**src/rtl/imem_boot_arbiter.sv**
```systemverilog
// -----------------------------------------------------------------------------
// imem_boot_arbiter
//
// Owns the single port of the instruction memory. The port is shared between
// the core fetch path and a program loader.
//
// After reset the block sits in LOAD. The core is held there while the loader
// fills memory. ld_done releases the core into RUN. In RUN, fetch normally wins
// the port. A loader write that is blocked for STARVE_MAX cycles takes the port
// for one cycle. ld_reload passes through a one-cycle QUIESCE, which lets an
// outstanding fetch response drain, and then returns to LOAD.
//
// Memory index is addr[31:2]. Addresses whose index is >= DEPTH are accepted.
// They never touch memory: a fetch returns instr=0 with fetch_fault, and a
// loader write is dropped and sets the sticky ld_err.
//
// Ports
//   clk, rst                  clock; asynchronous active-low reset
//   fetch_req/addr/ready      fetch request channel (ready = accepted this cycle)
//   fetch_valid/instr/fault   fetch response, one cycle after acceptance
//   ld_valid/addr/data/ready  loader write channel
//   ld_done, ld_reload        leave LOAD / re-enter LOAD (pulses)
//   ld_err, ld_count          sticky drop flag; accepted in-range write count
//   core_run                  core may execute
//   mem_we/addr/wdata/rdata   memory port (synchronous read, 1-cycle latency)
// -----------------------------------------------------------------------------
module imem_boot_arbiter #(
    parameter int DEPTH      = 1024,
    parameter int IDX_W      = $clog2(DEPTH),
    parameter int STARVE_MAX = 8
) (
    input  logic             clk,
    input  logic             rst,
    input  logic             fetch_req,
    input  logic [31:0]      fetch_addr,
    output logic             fetch_ready,
    output logic             fetch_valid,
    output logic [31:0]      fetch_instr,
    output logic             fetch_fault,
    input  logic             ld_valid,
    input  logic [31:0]      ld_addr,
    input  logic [31:0]      ld_data,
    output logic             ld_ready,
    input  logic             ld_done,
    input  logic             ld_reload,
    output logic             ld_err,
    output logic [IDX_W:0]   ld_count,
    output logic             core_run,
    output logic             mem_we,
    output logic [IDX_W-1:0] mem_addr,
    output logic [31:0]      mem_wdata,
    input  logic [31:0]      mem_rdata
);

    localparam int          SC_W    = $clog2(STARVE_MAX + 1);
    localparam int          CNT_W   = IDX_W + 1;
    localparam logic [29:0] DEPTH_W = 30'(DEPTH);
    localparam logic [CNT_W-1:0] CNT_MAX = CNT_W'(DEPTH);
    localparam logic [SC_W-1:0]  SC_MAX  = SC_W'(STARVE_MAX);

    typedef enum logic [1:0] {
        ST_LOAD,
        ST_RUN,
        ST_QUIESCE
    } state_t;

    state_t           state;
    state_t           state_nxt;
    logic [SC_W-1:0]  starve_cnt;
    logic             starve;
    logic             fetch_in_range;
    logic             ld_in_range;
    logic             ld_accept;
    logic             fv_q;         // a fetch was accepted last cycle
    logic             ff_q;         // ...and it was out of range
    logic [IDX_W-1:0] addr_q;       // last address driven, held while idle

    // The byte-offset bits are intentionally ignored. They are folded here so
    // that nothing appears undriven or unused.
    logic unused_ok;
    assign unused_ok = ^{fetch_addr[1:0], ld_addr[1:0]};

    assign fetch_in_range = fetch_addr[31:2] < DEPTH_W;
    assign ld_in_range    = ld_addr[31:2] < DEPTH_W;
    assign starve         = (starve_cnt == SC_MAX);

    // -------------------------------------------------------------------------
    // Next state and grants
    // -------------------------------------------------------------------------
    always_comb begin
        // NOTE: every output of this block gets a default before the case
        // statement, so no path can leave a signal unassigned and infer a latch.
        state_nxt   = state;
        fetch_ready = 1'b0;
        ld_ready    = 1'b0;
        core_run    = 1'b0;
        unique case (state)
            ST_LOAD: begin
                ld_ready = 1'b1;
                if (ld_done) state_nxt = ST_RUN;
            end
            ST_RUN: begin
                core_run = 1'b1;
                // A reload request blocks all grants in the cycle it arrives.
                if (ld_reload) begin
                    state_nxt = ST_QUIESCE;
                end else begin
                    fetch_ready = fetch_req & ~starve;
                    ld_ready    = ld_valid & (~fetch_req | starve);
                end
            end
            ST_QUIESCE: state_nxt = ST_LOAD;
            default:    state_nxt = ST_LOAD;
        endcase
    end

    assign ld_accept = ld_valid & ld_ready;

    // -------------------------------------------------------------------------
    // Memory port: at most one grant per cycle, so the mux has no conflict.
    // An out-of-range fetch does not move the address.
    // -------------------------------------------------------------------------
    always_comb begin
        mem_we    = ld_accept & ld_in_range;
        mem_wdata = mem_we ? ld_data : 32'h0;
        if (mem_we)
            mem_addr = ld_addr[IDX_W+1:2];
        else if (fetch_ready && fetch_in_range)
            mem_addr = fetch_addr[IDX_W+1:2];
        else
            mem_addr = addr_q;
    end

    // Response comes from the memory's registered read data. It is forced to 0
    // when the response is a fault or when no response is pending.
    assign fetch_valid = fv_q;
    assign fetch_fault = fv_q & ff_q;
    assign fetch_instr = (fv_q && !ff_q) ? mem_rdata : 32'h0;

    // -------------------------------------------------------------------------
    // State
    // -------------------------------------------------------------------------
    always_ff @(posedge clk or negedge rst) begin
        // NOTE: sequential state uses non-blocking assignments only. All
        // registers then update together at the edge, regardless of the order
        // in which the statements are written.
        if (!rst) begin
            state      <= ST_LOAD;
            starve_cnt <= '0;
            fv_q       <= 1'b0;
            ff_q       <= 1'b0;
            addr_q     <= '0;
            ld_err     <= 1'b0;
            ld_count   <= '0;
        end else begin
            state  <= state_nxt;
            fv_q   <= fetch_ready;
            ff_q   <= fetch_ready & ~fetch_in_range;
            addr_q <= mem_addr;

            if (ld_accept && !ld_in_range) ld_err <= 1'b1;

            // QUIESCE always exits to LOAD, so clearing here is the LOAD entry.
            if (state == ST_QUIESCE)
                ld_count <= '0;
            else if (mem_we && ld_count != CNT_MAX)
                ld_count <= ld_count + CNT_W'(1);

            if (ld_accept)
                starve_cnt <= '0;
            else if (state == ST_RUN && ld_valid && !starve)
                starve_cnt <= starve_cnt + SC_W'(1);
        end
    end

endmodule
```
**config.mk**
```make
export PLATFORM = sky130hd
export DESIGN_NAME = imem_boot_arbiter
export DESIGN_NICKNAME = d
export VERILOG_FILES = /design/src/rtl/imem_boot_arbiter.sv
export SDC_FILE = /design/constraint.sdc
export NUM_CORES = 1
export LEC_CHECK = 0
export CAP_MARGIN = 15
export CORE_AREA = 2 2 88 90
export CTS_CLUSTER_DIAMETER = 100
export DETAILED_ROUTE_END_ITERATION = 6
export DIE_AREA = 0 0 90 92
export HOLD_SLACK_MARGIN = 0.03
export PLACE_DENSITY = 0.82
export SYNTH_ARGS = -nofsm -noshare
export SYNTH_HDL_FRONTEND = slang
export SYNTH_SLANG_ARGS = --single-unit
```
**constraint.sdc**
```tcl
create_clock -name clk -period 5.4 [get_ports clk]
set_clock_uncertainty 0.15 [all_clocks]
set_input_delay 0.54 -clock clk [delete_from_list [all_inputs] [get_ports clk]]
set_output_delay 0.54 -clock clk [all_outputs]
set_load 0.05 [all_outputs]
```
Word-level counts from Yosys, hierarchy flattened --
Index checks and enable logic that the tools add are counted.
Storage, ports and cells: register bits after elaboration 30, input bits 134, output and inout bits 92, logic and storage cells 56
Operators by class: add/subtract/negate cells 2, $lt $le $gt $ge 2, equality and inequality tests 6, mux-type cells 16, bitwise operators 10, reduce and logical (&&, ||, !) cells 13
Operator list (number):
- 32-bit 2-to-1 mux | 2
- 30-bit by 11-bit < comparator with 1-bit output, second input constant | 2
- 11-bit 2-to-1 mux | 2
- 10-bit 2-to-1 mux | 2
- 11-bit by 1-bit adder with 11-bit output, second input constant | 1
- 11-bit inequality test, second input constant | 1
- 4-bit 2-to-1 mux | 2
- 1-bit AND | 6
- 1-bit logical AND | 6
- 4-bit by 1-bit adder with 4-bit output, second input constant | 1
- 4-bit equality test, second input constant | 1
- 1-bit 2-to-1 mux | 4
- 2-bit 2-to-1 mux | 2
- 2-bit inequality test, second input constant | 2
- 2-bit one-hot mux with 2 select lines | 1
- 2-bit nonzero test | 2
- 1-bit logical NOT | 3
- 1-bit inverter | 3
- 2-bit by 1-bit equality test with 1-bit output, second input constant | 1
- 2-bit equality test, second input constant | 1
- 2-bit logical NOT | 1
- 1-bit one-hot mux with 2 select lines | 1
- 2-bit AND reduction | 1
- 1-bit bitwise OR | 1

Longest topological paths before layout --
word-level depth 10, gate-level depth with buffers 9, depth with buffers taken out 8

Least setup slack after synthesis --
No wires, ideal clock.
path type register to output, start point register state[0], end point output port mem_addr[0], data arrival time 3.238 ns, setup slack 1.472 ns, stages on the path, launching flop included 7, cells stage by stage dfrtp_1 nor2b_1 nand4_1 nor4_1 buf_2 mux2i_1 o21ai_0
Between the ends: longest elaborated chain between the ends 5, elaborated cells between the ends (all ways) 9
Ends and longest elaborated chain:
- start: declaration | RTL line 67 | state_t state;
- start signal: assignment | RTL line 156 | state <= state_nxt;
- 2-bit by 1-bit equality test with 1-bit output / 2-bit logical NOT (equally long branches) | RTL line 97 | unique case (state)
- 1-bit one-hot mux with 2 select lines / 1-bit 2-to-1 mux (equally long branches) | RTL line 97
- 1-bit AND / 1-bit logical AND (equally long branches) | RTL line 117, 128
- 1-bit AND / 10-bit 2-to-1 mux (equally long branches) | RTL line 124, 128
- 10-bit 2-to-1 mux * | RTL line 126 | if (mem_we)
- end: declaration | RTL line 50 | output logic [IDX_W-1:0] mem_addr,
Mark *: on every way between the ends. The rest lies on a longest branch, timed or not.

Worst setup path in the final report --
start point input port ld_addr[16], end point output port mem_addr[4]
Between the ends: longest elaborated chain between the ends 3
Ends and longest elaborated chain:
- start: declaration | RTL line 41 | input logic [31:0] ld_addr,
- 30-bit by 11-bit < comparator with 1-bit output | RTL line 84 | assign ld_in_range = ld_addr[31:2] < DEPTH_W;
- 1-bit AND | RTL line 124 | mem_we = ld_accept & ld_in_range;
- 10-bit 2-to-1 mux | RTL line 126
Every way passes these cells.

==> summary.txt <==
Run status = finished, final reports clean
Cells after Synth = 245
Critical path required time = 4710 ps
Share of layout cells above drive strength 1 = 4.72%
CP max FO = 48
Die width = 90 um
Crit end category = output port
GR Overflow Total = 0
Final setup viols = 0
Final Cell Area = 4510 um2
Setup TNS = 0 ps
Mapped cell area = 2090 um2
Pre-CTS setup slack = 968 ps
HPWL Detailed = 7190 um
Area share of the largest cell type after synthesis = 35.9%
Number of global-route vias before repair = 2756
HP Class = reg2reg
MaxCap Viol Count = 0
Fmax = 227 MHz
CTS clk-pin slew, worst paths = 80 ps
Final hold viol count = 0
Die Footprint = 8280 um2
Number of synthesized register bits = 30
# diodes = 0
CTS Root Cell = clkbuf_8
Syn_nets = 383
Area leader, netlist = dfrtp_1
Worst setup SP type = input port
GR Util All Layers = 19.8%
Synth async-reset ratio = 100%
Synth top area cells = dfrtp_1 36%, and2_1 20%, mux2i_1 5.7%
PnR worst setup slack = 988 ps
LEAKAGE = 1.73 nW
First drt pass iteration count = 4
Worst Tran Pin Value = 850 ps
Cell with the most instances after synthesis = and2_1
Max rail drop VDD = 0.104 mV
Hold WS = 339 ps
First-pass GRT wire length = 13200 um
Num Clock Sinks = 30
Post-route ant nets = 0
# rows = 32
Nets = 603
Post-synth EDFFs = 0
WP data arrival = 3720 ps
Area Growth Syn to Fin = 115%
PostCTS Resize Cnt = 0
H-tree Lvls = 2
Average cell area after synthesis = 8.53 um2
Synth cell types = 36
Number of synthesis warnings = 0
Final worst-path cycle share = 81.7%
Antenna violations before repair = 0
Post-CTS Hold Fix Bufs = 0
Initial cell density of the core = 28.1%
PortBufs = 221
Final Power = 0.651 mW
Core area = 7450 um2
Post-CTS Setup Inserts = 0
Reported net switching power = 0.193 mW
Placed cell area = 4410 um2
Ports = 226
DR iter-0 viols = 68
Comb pwr share = 32.8%
GP Congestion = 0.838
Vias = 2650
Clk_lat worst skew = 280 ps
DIE HEIGHT = 92 um
Most instantiated cells after synthesis = 66 x and2_1, 30 x dfrtp_1, 21 x nand2_1
Sw frac = 29.7%
Total power per unit cell area = 144 nW/um2
CP Class = in2out
Placed cell count = 560
Final core utilization = 60.5%
WL final = 8420 um
CTS tree = built
Pin count of the biggest net entering global routing = 49
Slew Limit Fails = 0
DRC = 0
Period minus WS final = 4410 ps
Clock network fraction of design power = 30.1%
RSZ-0062 raised after global routing = false
Post-synth top flop = dfrtp_1
Vias/cell = 4.67
Part of the power in registers = 37.1%
Sequential-to-total area share from yosys stat = 35.9%
Maximum clock path buffer count = 2
Slew headroom = 43.2%
Cell-internal power = 0.457 mW
CTS Buf Count = 5
Non-Filler Instances = 568
WL per Instance = 14.8 um
[layer usage]
metal  share of wire [%]  track usage, %
met5                   0               0
met4                 1.3            4.74
met3                  10            7.40
met1                  35            20.0
met2                  53            38.3
[cell families after synthesis]
group                      after synthesis  share of synthesized area (%)
xor gates and xnor gates                 3                           1.26
muxes                                   14                           6.82
AOI/OAI and AO/OA                       33                           8.32
and+or+nand+nor                        141                           41.2
DFF                                     30                           35.9
buffers and inverters                   20                           4.13
adders and majority gates                4                           2.39
[area by class of cell]
cell class | count | area (um2)
multi-input combinational | 195 | 1260
timing repair buffer | 225 | 2240
clock inverter | 2 | 12.5
fill | 648 | 2940
inverter | 8 | 30.0
tap | 102 | 128
sequential | 30 | 751
clock buffer | 6 | 82.6
[critical path, cell delays in order]
cell             delay (ps)
clkdlybuf4s50_1         430
nor4_2                  280
nand3_1                 180
or4_4                   630
inv_1                   210
buf_4                   360
nand2_1                  90
o21ai_0                 130
clkdlybuf4s50_1         870
[worst paths after layout]
kind	end	depth (start not counted)	slack, ps	from
min	ld_err	1	340	ld_err
max	mem_addr[4]	9	990	ld_addr[16]
max in group asynchronous	addr_q[8]	2	4300	rst
max reg2reg	ld_count[0]	9	2530	starve_cnt[0]
min in group asynchronous	ld_count[10]	2	500	rst
min reg2reg	ld_err	1	340	ld_err
[placed cells by master, fill, tap and decap left out, types with 2 or more instances in the layout]
cell             Yosys  final
buf_4                0      4
clkdlybuf4s50_1      0    221
inv_1                8      8
nand3b_1             3      3
nand4_1              4      4
or3_2                2      2
clkbuf_8             0      6
dfrtp_1             30     30
nor2b_1              3      3
nor4_1              10      9
ha_1                 4      4
mux2i_1             12     12
and4_1               3      3
nor2_1              10     10
nand3_1              3      3
nor4_2               3      4
nand4b_1             3      3
o21ai_0             20     20
xnor2_1              2      2
nand2_1             21     21
a21oi_1             11     11
mux2_2               2      2
and2_1              66     66
[registers in the layout (all words and copies together) (netlist names)]
register,flops
ld_count,11
addr_q,10
starve_cnt,4
state,2
fetch_valid,1
ff_q,1
ld_err,1
[power by group through the flow]
stage / Clock [mW] / Combinational, mW / Sequential (mW)
finish: 0.196 / 0.213 / 0.242
floorplan: 0 / 0.0811 / 0.246
CTS: 0.203 / 0.215 / 0.241
global route: 0.214 / 0.227 / 0.243
global placement: 0 / 0.211 / 0.245
detailed placement: 0 / 0.215 / 0.246
No activity file was read; power rests on OpenSTA's default activity.
